==> config.mk <==
export PLATFORM = sky130hd
export DESIGN_NAME = instr_fetch_responder
export DESIGN_NICKNAME = d
export VERILOG_FILES = /design/src/rtl/instr_fetch_responder.sv
export SDC_FILE = /design/constraint.sdc
export NUM_CORES = 1
export LEC_CHECK = 0
export BUFFER_PORTS_ARGS = -buffer_cell sky130_fd_sc_hd__buf_2
export CAP_MARGIN = 25
export CORE_MARGIN = 2
export CORE_UTILIZATION = 30
export CTS_BUF_LIST = sky130_fd_sc_hd__clkbuf_16
export DETAILED_ROUTE_END_ITERATION = 10
export PLACE_DENSITY_LB_ADDON = 0.08
export SYNTH_ARGS = -nofsm -noshare
export SYNTH_HDL_FRONTEND = slang
export SYNTH_SLANG_ARGS = --single-unit
export TNS_END_PERCENT = 20
==> constraint.sdc <==
create_clock -name clk -period 2.75 [get_ports clk]
set_input_delay 0.275 -clock clk [delete_from_list [all_inputs] [get_ports clk]]
set_output_delay 0.275 -clock clk [all_outputs]
set_load 0.005 [all_outputs]
==> src/rtl/instr_fetch_responder.sv <==
// Instruction-fetch responder: 1-entry line buffer in front of a req/ack
// instruction-memory bus, with flush drain, bus timeout and error reporting.
module instr_fetch_responder #(
  parameter logic [31:0] NOP_INSTR = 32'h0000_0013,
  parameter int unsigned TIMEOUT   = 16
) (
  input  logic        clk,
  input  logic        rst,
  input  logic [31:0] pc,
  input  logic        fetch_req,
  input  logic        flush,
  input  logic        invalidate,
  output logic [31:0] instr,
  output logic        instr_valid,
  output logic        fetch_err,
  output logic        fetch_busy,
  output logic        mem_req,
  output logic [31:0] mem_addr,
  input  logic        mem_ack,
  input  logic [31:0] mem_rdata,
  input  logic        mem_err
);

  typedef enum logic [1:0] {
    IDLE,
    BUSY,
    DRAIN
  } state_e;

  localparam logic [7:0] TO_LAST = 8'(TIMEOUT - 1);

  state_e      state_q, state_d;
  logic [31:0] instr_q, instr_d;
  logic        instr_valid_q, instr_valid_d;
  logic        fetch_err_q, fetch_err_d;
  logic        mem_req_q, mem_req_d;
  logic [31:0] mem_addr_q, mem_addr_d;
  logic        buf_valid_q, buf_valid_d;
  logic [29:0] buf_tag_q, buf_tag_d;
  logic [31:0] buf_data_q, buf_data_d;
  logic [7:0]  cnt_q, cnt_d;

  logic        hit;
  logic        timeout;
  logic [7:0]  cnt_inc;

  always_comb begin
    state_d       = state_q;
    instr_d       = instr_q;
    instr_valid_d = 1'b0;
    fetch_err_d   = 1'b0;
    mem_req_d     = mem_req_q;
    mem_addr_d    = mem_addr_q;
    buf_valid_d   = buf_valid_q;
    buf_tag_d     = buf_tag_q;
    buf_data_d    = buf_data_q;
    cnt_d         = cnt_q;

    // a same-cycle invalidate makes the lookup miss
    hit     = buf_valid_q && !invalidate && (buf_tag_q == pc[31:2]);
    timeout = (cnt_q == TO_LAST);
    cnt_inc = (cnt_q == 8'hFF) ? cnt_q : cnt_q + 8'd1;

    unique case (state_q)
      IDLE: begin
        if (flush) begin
          state_d = IDLE;
        end else if (fetch_req) begin
          if (pc[1:0] != 2'b00) begin
            instr_valid_d = 1'b1;
            fetch_err_d   = 1'b1;
            instr_d       = NOP_INSTR;
          end else if (hit) begin
            instr_valid_d = 1'b1;
            instr_d       = buf_data_q;
          end else begin
            mem_addr_d = {pc[31:2], 2'b00};
            mem_req_d  = 1'b1;
            cnt_d      = 8'd0;
            state_d    = BUSY;
          end
        end
      end
      BUSY: begin
        cnt_d = cnt_inc;
        if (mem_ack) begin
          mem_req_d = 1'b0;
          state_d   = IDLE;
          if (flush) begin
            state_d = IDLE;
          end else if (mem_err) begin
            instr_valid_d = 1'b1;
            fetch_err_d   = 1'b1;
            instr_d       = NOP_INSTR;
            buf_valid_d   = 1'b0;
          end else begin
            instr_valid_d = 1'b1;
            instr_d       = mem_rdata;
            buf_valid_d   = 1'b1;
            buf_tag_d     = mem_addr_q[31:2];
            buf_data_d    = mem_rdata;
          end
        end else if (timeout) begin
          mem_req_d   = 1'b0;
          buf_valid_d = 1'b0;
          state_d     = IDLE;
          if (!flush) begin
            instr_valid_d = 1'b1;
            fetch_err_d   = 1'b1;
            instr_d       = NOP_INSTR;
          end
        end else if (flush) begin
          state_d = DRAIN;
        end
      end
      DRAIN: begin
        cnt_d = cnt_inc;
        if (mem_ack || timeout) begin
          mem_req_d = 1'b0;
          state_d   = IDLE;
        end
      end
      default: state_d = IDLE;
    endcase

    if (invalidate) buf_valid_d = 1'b0;
  end

  always_ff @(posedge clk) begin
    if (rst) begin
      state_q       <= IDLE;
      instr_q       <= NOP_INSTR;
      instr_valid_q <= 1'b0;
      fetch_err_q   <= 1'b0;
      mem_req_q     <= 1'b0;
      mem_addr_q    <= 32'd0;
      buf_valid_q   <= 1'b0;
      buf_tag_q     <= 30'd0;
      buf_data_q    <= 32'd0;
      cnt_q         <= 8'd0;
    end else begin
      state_q       <= state_d;
      instr_q       <= instr_d;
      instr_valid_q <= instr_valid_d;
      fetch_err_q   <= fetch_err_d;
      mem_req_q     <= mem_req_d;
      mem_addr_q    <= mem_addr_d;
      buf_valid_q   <= buf_valid_d;
      buf_tag_q     <= buf_tag_d;
      buf_data_q    <= buf_data_d;
      cnt_q         <= cnt_d;
    end
  end

  assign instr       = instr_q;
  assign instr_valid = instr_valid_q;
  assign fetch_err   = fetch_err_q;
  assign fetch_busy  = (state_q != IDLE);
  assign mem_req     = mem_req_q;
  assign mem_addr    = mem_addr_q;

endmodule
==> flow_summary.ini <==
[worst_setup_path]
worstPathArrival_ns = 2.65
worstPathCellList = xnor2_1, nand4_1, or4_4, o211ai_4, nand2_4, a31o_2
cp_num_buf_inv = 0
crit_path_max_incr_delay_ns = 0.57
cpMaxStageDelayCell = or4_4
endpoint_kind = flop
crit_fanout = 32
critPathKind = flop to flop
crit_path_start_kind = flop
path_delay_family = simple AND/OR/NAND/NOR gates
cp_data_required_time_ns = 3.06

[placement]
placedInstanceArea_um2 = 7090
hpwl_um = 12900
numPlacedInstances = 1091
place_congestion = 0.837
io_buffers = 136

[logic_synthesis]
yosysWarnings = 0
syn_avg_cell_area_um2 = 8.50
synth_cell_type_count = 54
ys_ff_latch = 138
synth_edf_count = 0
syn_area_um2 = 6150
ys_async_sr_fraction_pct = 0
ys_seq_area_share_pct = 44.9
syn_inst = 724
ys.flop_type = dfxtp_1

[timing]
skew_ns = 0.0116
rsz0062_at_grt = false
period_share_pct = 85.3
fmax_mhz = 426
worstMarginPinSlew_ns = 0.777
fin_setup_tns_ns = 0
hold_violations = 0
final-setup-viol-count = 0
finalMaxSlewViolations = 0
fin_crit_ns = 2.35
slew-limit-headroom_pct = 48.2

[routing]
drt_iter0_drc = 303
dr_wl_met3_um = 1010
wl_um = 18500
vias = 5591
avgViaCountPerCell = 4.98
drt-met1-wl_um = 8330
topRoutingLayerUsed = met5
dr.pass1.iters = 5
avgRoutedWirePerCell_um = 16.5
antenna_left = 0
drc_errors = 0
detailroute.wirelength.met2_um = 8700

[final_layout]
fin_area_um2 = 7640
synthToLayoutAreaGrowth_pct = 24.1
nets = 915
fin_cells = 1122
antennaDiodeCount = 0
drive_above_1_share_pct = 23.7

[clock_network]
numCtsBuffers = 17
clkSinkCount = 138
htreeDepth = 4
cts_setup_buffers = 0
cts_resized = 0
clk_pin_slew_ns = 0.06
cts_tree = yes
clockRootBuffer = clkbuf_16
cts_hold_buf = 0
cts_buffer_depth = 2
insertion_delay_ns = 0.42

[job]
cap_violations = 0

[global_route]
antenna_found_initial = 3
grt-ovfl-total = 0
grt_max_degree = 72
grtUsageTotal_pct = 17.3
grt_pass1_vias = 5495
grt_pass1_wl_um = 29600

[status]
status = completed

[floorplan]
die_h_um = 147
coreArea_um2 = 20200
fp.dieArea_um2 = 21700
initial_utilization_pct = 30.5
num_rows = 52
die_w_um = 147
ios = 139

[pwr]
power.density_nw_per_um2 = 585
power_uw = 4470
p_leak_uw = 0.00297
ir_worst_vdd_uv = 468

[worst_hold_path]
hp-class = primary input to flop
## layer usage
metal | vias up | GRT usage, %
li1 | 2754 | -
met3 | 32 | 4.53
met2 | 150 | 28.2
met4 | 4 | 7.07
met1 | 2651 | 21.6
met5 | - | 0
## per-stage QoR
stage	setup WS, ns	hold slack, ns	utilization (%)
floorplan	0.742	0.354	-
global placement	0.313	0.441	35.1
detailed placement	0.279	0.447	35.1
CTS	0.341	0.0279	37.9
global route	0.246	0.0348	37.9
finish	0.404	0.0443	37.9
## cell usage in the layout, fill, tap and decap left out, drive strengths merged, types with 3 or more instances in the layout
cell      count
buf         152
dfxtp       138
nand2       138
nor2         74
a21oi        67
mux2i        34
and3         32
xnor2        30
a22oi        30
a31o         29
clkbuf       17
nand4        14
nand3         9
inv           9
nor2b         6
clkinvlp      6
nand2b        6
o21ai         5
clkinv        5
ha            4
nor3          4
nor4          3
o211a         3
o32ai         3
o22a          3
o211ai        3
## cells by family (layout without fill, tap and decap cells)
group,Yosys count,after routing,share of synthesized area (%)
adders and majority gates,4,4,0.813
xor gates and xnor gates,30,30,4.27
AOI/OAI and AO/OA,161,161,18.1
and+or+nand+nor,293,293,21.4
other,1,2,0.0609
buffers and inverters,63,190,4.90
muxes,34,34,5.53
DFF,138,138,44.9
## registers in the layout (all words and copies together) (netlist names)
signal       flops
instr           32
buf_tag_q       30
fetch_err        1
mem_req          1
state_q          2
buf_data_q      32
buf_valid_q      1
cnt_q            8
mem_addr        30
instr_valid      1
## cell usage after synthesis (3+ instances only)
cell type / count / share of area, %
a21oi_1: 67 / 5.4
a22oi_1: 30 / 3.7
a31o_1: 27 / 3.8
and3_1: 23 / 2.3
and3_2: 9 / 1.1
buf_2: 3 / 0.24
buf_4: 5 / 0.61
buf_6: 4 / 0.73
clkbuf_1: 41 / 2.5
dfxtp_1: 138 / 45
ha_1: 4 / 0.81
inv_1: 6 / 0.37
mux2i_1: 34 / 5.5
nand2_1: 137 / 8.4
nand2b_1: 6 / 0.61
nand3_1: 9 / 0.73
nand4_1: 14 / 1.4
nor2_1: 74 / 4.5
nor2b_1: 6 / 0.61
nor3_1: 4 / 0.33
nor4_1: 3 / 0.30
o211a_1: 3 / 0.49
o21ai_0: 5 / 0.41
o22a_1: 3 / 0.43
o32ai_1: 3 / 0.43
xnor2_1: 30 / 4.3
## report_power, final
group          switching, µW  internal [µW]
Sequential              12.9           2020
Clock                    901           1240
Combinational            187            111
Total                   1100           3370
## path summary, 6_finish.rpt
check / start / endpoint / slack (ns) / depth (start not counted)
setup reg to reg: buf_tag_q[1] / instr[22] / 0.40 / 6
setup / recovery: buf_tag_q[1] / instr[22] / 0.40 / 6
hold / removal: invalidate / buf_valid_q / 0.04 / 2
hold reg to reg: buf_data_q[11] / buf_data_q[11] / 0.45 / 2
## area by class of cell
cell class,instances,area [µm²]
sequential,138,2760
inverter,7,26.3
clock buffer,17,425
tap,270,338
fill,2112,12500
timing repair buffer,152,828
clock inverter,14,124
multi-input combinational,524,3130
Power figures use the tool's default switching activity.
